File: config.mk
export PLATFORM = sky130hd
export DESIGN_NAME = ex_div_iter
export DESIGN_NICKNAME = d
export VERILOG_FILES = /design/src/rtl/ex_div_iter.sv
export SDC_FILE = /design/constraint.sdc
export NUM_CORES = 1
export LEC_CHECK = 0
export CAP_MARGIN = 0
export CORE_UTILIZATION = 55
export CTS_BUF_LIST = sky130_fd_sc_hd__clkbuf_8
export DETAILED_ROUTE_END_ITERATION = 6
export PLACE_DENSITY = 0.77
export SETUP_SLACK_MARGIN = 0.2
export SLEW_MARGIN = 5
export SYNTH_ARGS = -nofsm -noshare
export SYNTH_HDL_FRONTEND = slang
export SYNTH_SLANG_ARGS = --single-unit
File: constraint.sdc
create_clock -name clk -period 13.1 [get_ports clk]
set_input_delay 2.62 -clock clk [delete_from_list [all_inputs] [get_ports clk]]
set_output_delay 2.62 -clock clk [all_outputs]
set_load 0.05 [all_outputs]
File: src/rtl/ex_div_iter.sv
// Iterative radix-2 restoring divider for the EX stage (div.w / mod.w / div.wu / mod.wu).
// One quotient bit per cycle. Divide-by-zero and signed overflow finish on the accept edge.
// Valid/ready on both sides, a pass-through tag, and a cancel input for pipeline flushes.
module ex_div_iter #(
  parameter int unsigned WIDTH = 32,
  parameter int unsigned TAG_W = 5
) (
  input  logic             clk,
  input  logic             reset,
  input  logic             in_valid,
  output logic             in_ready,
  input  logic [3:0]       div_op,
  input  logic [WIDTH-1:0] div_src1,
  input  logic [WIDTH-1:0] div_src2,
  input  logic [TAG_W-1:0] in_tag,
  input  logic             cancel,
  output logic             out_valid,
  input  logic             out_ready,
  output logic [WIDTH-1:0] div_res,
  output logic [TAG_W-1:0] out_tag,
  output logic             busy
);

  localparam int unsigned CntW = $clog2(WIDTH);
  localparam logic [WIDTH-1:0] MinVal = {1'b1, {(WIDTH-1){1'b0}}};

  typedef enum logic [1:0] {StIdle, StCalc, StDone} state_e;

  state_e state_q, state_d;

  logic [CntW-1:0]  cnt_q;
  logic [WIDTH-1:0] rem_q, quo_q, dvs_q;
  logic             mod_q, quo_neg_q, rem_neg_q;
  logic [WIDTH-1:0] div_res_q;
  logic [TAG_W-1:0] out_tag_q;

  logic             op_signed, op_mod;
  logic             src1_neg, src2_neg;
  logic [WIDTH-1:0] abs1, abs2;
  logic             div_zero, ovf, special, accept, last;
  logic [WIDTH-1:0] special_res;
  logic [WIDTH:0]   rem_shift, trial;
  logic [WIDTH-1:0] rem_nxt, quo_nxt, quo_fix, rem_fix, res_fix;

  // Decode the op with lowest-set-bit priority and prepare operands for accept
  always_comb begin
    op_signed = div_op[0] | div_op[1];
    if (div_op[0])      op_mod = 1'b0;
    else if (div_op[1]) op_mod = 1'b1;
    else if (div_op[2]) op_mod = 1'b0;
    else                op_mod = div_op[3];
    src1_neg = op_signed & div_src1[WIDTH-1];
    src2_neg = op_signed & div_src2[WIDTH-1];
    abs1     = src1_neg ? (WIDTH'(0) - div_src1) : div_src1;
    abs2     = src2_neg ? (WIDTH'(0) - div_src2) : div_src2;
    div_zero = (div_src2 == '0);
    ovf      = op_signed & (div_src1 == MinVal) & (div_src2 == '1);
    special  = div_zero | ovf;
    // x/0 -> all ones, remainder x; MIN/-1 -> MIN, remainder 0
    if (div_zero) special_res = op_mod ? div_src1 : '1;
    else          special_res = op_mod ? '0 : MinVal;
    accept   = in_valid & in_ready & (|div_op) & ~cancel;
  end

  // One restoring-division step plus sign correction of the final result
  always_comb begin
    rem_shift = {rem_q, quo_q[WIDTH-1]};
    trial     = rem_shift - {1'b0, dvs_q};
    rem_nxt   = trial[WIDTH] ? rem_shift[WIDTH-1:0] : trial[WIDTH-1:0];
    quo_nxt   = {quo_q[WIDTH-2:0], ~trial[WIDTH]};
    quo_fix   = quo_neg_q ? (WIDTH'(0) - quo_nxt) : quo_nxt;
    rem_fix   = rem_neg_q ? (WIDTH'(0) - rem_nxt) : rem_nxt;
    res_fix   = mod_q ? rem_fix : quo_fix;
    last      = (cnt_q == CntW'(WIDTH - 1));
  end

  // State register
  always_ff @(posedge clk) begin
    if (reset) state_q <= StIdle;
    else       state_q <= state_d;
  end

  // Next-state logic; cancel overrides everything
  always_comb begin
    state_d = state_q;
    unique case (state_q)
      StIdle: if (accept) state_d = special ? StDone : StCalc;
      StCalc: if (last) state_d = StDone;
      StDone: if (out_ready) state_d = StIdle;
      default: state_d = StIdle;
    endcase
    if (cancel) state_d = StIdle;
  end

  // Handshake outputs decoded from state
  always_comb begin
    in_ready  = (state_q == StIdle);
    out_valid = (state_q == StDone);
    busy      = (state_q != StIdle);
  end

  // Datapath: capture on accept, iterate in CALC, publish result on the final step
  always_ff @(posedge clk) begin
    if (reset) begin
      cnt_q     <= '0;
      rem_q     <= '0;
      quo_q     <= '0;
      dvs_q     <= '0;
      mod_q     <= 1'b0;
      quo_neg_q <= 1'b0;
      rem_neg_q <= 1'b0;
      div_res_q <= '0;
      out_tag_q <= '0;
    end else if (accept) begin
      cnt_q     <= '0;
      rem_q     <= '0;
      quo_q     <= abs1;
      dvs_q     <= abs2;
      mod_q     <= op_mod;
      quo_neg_q <= src1_neg ^ src2_neg;
      rem_neg_q <= src1_neg;
      out_tag_q <= in_tag;
      if (special) div_res_q <= special_res;
    end else if (state_q == StCalc && !cancel) begin
      rem_q <= rem_nxt;
      quo_q <= quo_nxt;
      cnt_q <= cnt_q + CntW'(1);
      if (last) div_res_q <= res_fix;
    end
  end

  assign div_res = div_res_q;
  assign out_tag = out_tag_q;

endmodule
==> run summary <==
status = complete, no violations
leakage power = 4.84 nW
Final Wtd Congestion = 0.964
Crit path required time = 13.47 ns
fin crit share = 44.9%
xor and xnor fraction of the mapped netlist area = 9.62%
Hold Crit Start = div_res[24]$_SDFFE_PP0P_
final antenna-violating net count = 0
Slew Viols, Final = 0
pwr dens = 96.5 mW/mm2
H-tree depth = 4
Post-Synth Simple-Gate Area = 23.7%
Max Clock Freq = 170 MHz
max-cap violations = 0
Via density = 6.38
die area = 0.0218 mm2
CP max FO = 10
Slew headroom = 20.7%
DIE HEIGHT = 148 um
Post-Synth Adder-Cell Area = 4.35%
hold_buf cts = 0
nets = 1768
RR Startpoint = quo_q[31]$_SDFFE_PP0P_
FF-to-FF End = div_res[30]$_SDFFE_PP0P_
post-synthesis mux area share = 3.18%
post-synthesis cell area = 0.0117 mm2
CTS tree = built
Mapped Cells = 1595
Clock transition at path regs = 0.09 ns
routed via count = 12300
post-synthesis cell type with the largest combined area = dfxtp_1
Least-Margin Pin Slew = 1.19 ns
HPWL after DPL = 27.4 mm
number of distinct library cells after synthesis = 83
number of global-route vias before repair = 11300
GR Overflow Total = 0
die span in x = 148 um
setup TNS = 0 ns
DRT Pass-1 Iters = 5
largest family of logic cells by synthesized area = compound AO/OA/AOI/OAI gates
Iter 0 DRT Violations = 1046
asr flop ratio synth = 0%
reg2reg setup slack = 7.46 ns
Worst IR Drop VDD = 0.0860 mV
CP Data Arrival Time = 6.25 ns
Avg WL per Cell = 19.2 um
Mapped Avg Cell Area = 7.32 um2
post-synth top area share = 24.5%
first-pass GRT wire length = 59.4 mm
layout cell share with drive strength beyond 1 = 5.23%
most frequent cells after synthesis = nor2_1 (208), nand2_1 (188), dfxtp_1 (143)
Layout area overhead = 13.9%
Util after Layout = 64.9%
critical path class = input port to flip-flop
Yosys warning total = 0
cell with the most instances after synthesis = nor2_1
Final Skew = 0.0193 ns
register area share after synthesis = 24.5%
GRT Total Usage = 34.2%
Compound-Gate Fraction of Synth Area = 29.5%
number of I/O port buffers = 117
leading post-synthesis cells by cell area = dfxtp_1 (25%), nor2_1 (6.7%), nand2_1 (6.0%)
Main synth FF type = dfxtp_1
largest net degree at the start of global routing = 89
RSZ-0062 raised after global routing = false
Setup crit end kind = flip-flop
hold path depth = 2
Yosys reg bits = 143
worst reg2reg path depth = 21
Startpoint Class = input port
drt total wl = 37.0 mm
Final Hold Viols = 0
cts bufs inserted = 17
CTS sink cnt = 143
Clk Latency, worst-skew pair = 0.49 ns
initial core utilization = 56.9%
clk buf depth = 2
Setup Fix Bufs, Post-CTS = 0
Min-Delay Path Class = flip-flop to flip-flop
# diodes = 0
final worst path period need = 5.89 ns
Hold Path Sink = div_res[24]$_SDFFE_PP0P_
initial antenna violation count = 0
root buffer cell = clkbuf_8
row count = 52
endpoints failing setup = 0
Post-Syn Nets = 1713
post_cts resized = 0
EDFF count, synth = 0
Remaining DRCs = 0
Placeable Area = 0.0205 mm2
I/O Pins = 118
cell type report:
cell class,instances,area [um2]
Multi-Input combinational cell,1300,8230
Inverter,60,228
Clock buffer,17,234
Clock inverter,15,150
Timing Repair Buffer,128,1250
Fill cell,1824,7200
Sequential cell,143,2860
Tap cell,270,338
stage by stage:
step / worst slack [ns] / instances / area [um2] / hold slack (ns) / total power [mW]
global route: 7.07 / 1933 / 13300 / 0.468 / 1.34
detailed placement: 6.90 / 1901 / 12900 / 0.441 / 0.918
floorplan: 8.01 / 1595 / 11700 / 0.432 / 0.792
finish: 7.21 / 1933 / 13300 / 0.447 / 1.28
global placement: 7.02 / 1901 / 12900 / 0.435 / 0.911
CTS: 7.39 / 1933 / 13300 / 0.453 / 1.27
worst max-delay path, cell delays in order:
cell and delay [ns]:
clkdlybuf4s50_1 0.49, or4_1 0.60, nor2_1 0.18, and2_1 0.27, nand4_1 0.20, or4_1 0.49
o31a_1 0.16, nor2_1 0.37, nor2_1 0.30, a21oi_1 0.21, o32ai_1 0.10, a31o_2 0.26
worst max-delay path by stage:
stage,from,to,slack (ns),depth (start not counted)
final,div_src2[3],div_res[26]$_SDFFE_PP0P_,7.21,12
after floorplan,div_src2[3],div_res[30]$_SDFFE_PP0P_,8.01,11
after detailed placement,div_src2[3],div_res[23]$_SDFFE_PP0P_,6.90,12
after CTS,div_src2[3],div_res[23]$_SDFFE_PP0P_,7.39,12
after global placement,div_src2[3],div_res[23]$_SDFFE_PP0P_,7.02,12
after global routing,quo_q[31]$_SDFFE_PP0P_,div_res[30]$_SDFFE_PP0P_,7.07,21
placed cells by master, fill, tap and decap left out, types with 21 or more instances in the layout:
master and count:
nor2_1 208, mux2i_1 27, o21ai_0 87, inv_1 60, xnor2_1 78, nor3_1 48
dfxtp_1 143, o31ai_1 22, xor2_1 47, a211oi_1 71, clkdlybuf4s50_1 116, a311oi_1 35
ha_1 39, a21o_1 21, a21oi_1 113, nand2_1 188
sequential cells by signal (all words and copies together) (netlist names):
register	cells
rem_q	32
quo_q	32
state_q	2
cnt_q	5
quo_neg_q	1
rem_neg_q	1
dvs_q	32
mod_q	1
div_res	32
out_tag	5
per-layer routing:
layer | track usage (%) | part of all wire, %
met5 | 0 | 0
met4 | 12.0 | 2.8
met3 | 5.80 | 7.5
met2 | 54.9 | 46
met1 | 46.2 | 44
report_power, final:
part | switching, mW | internal (mW) | total, mW
registers | 0.0205 | 0.452 | 0.472
logic | 0.278 | 0.170 | 0.448
clock network | 0.206 | 0.156 | 0.362
cells by family after synthesis:
family | Yosys count
adders and majority gates | 40
muxes | 34
DFF | 143
and+or+nand+nor | 603
AOI/OAI and AO/OA | 497
xor gates and xnor gates | 126
buffers and inverters | 152
Power figures use the tool's default switching activity.
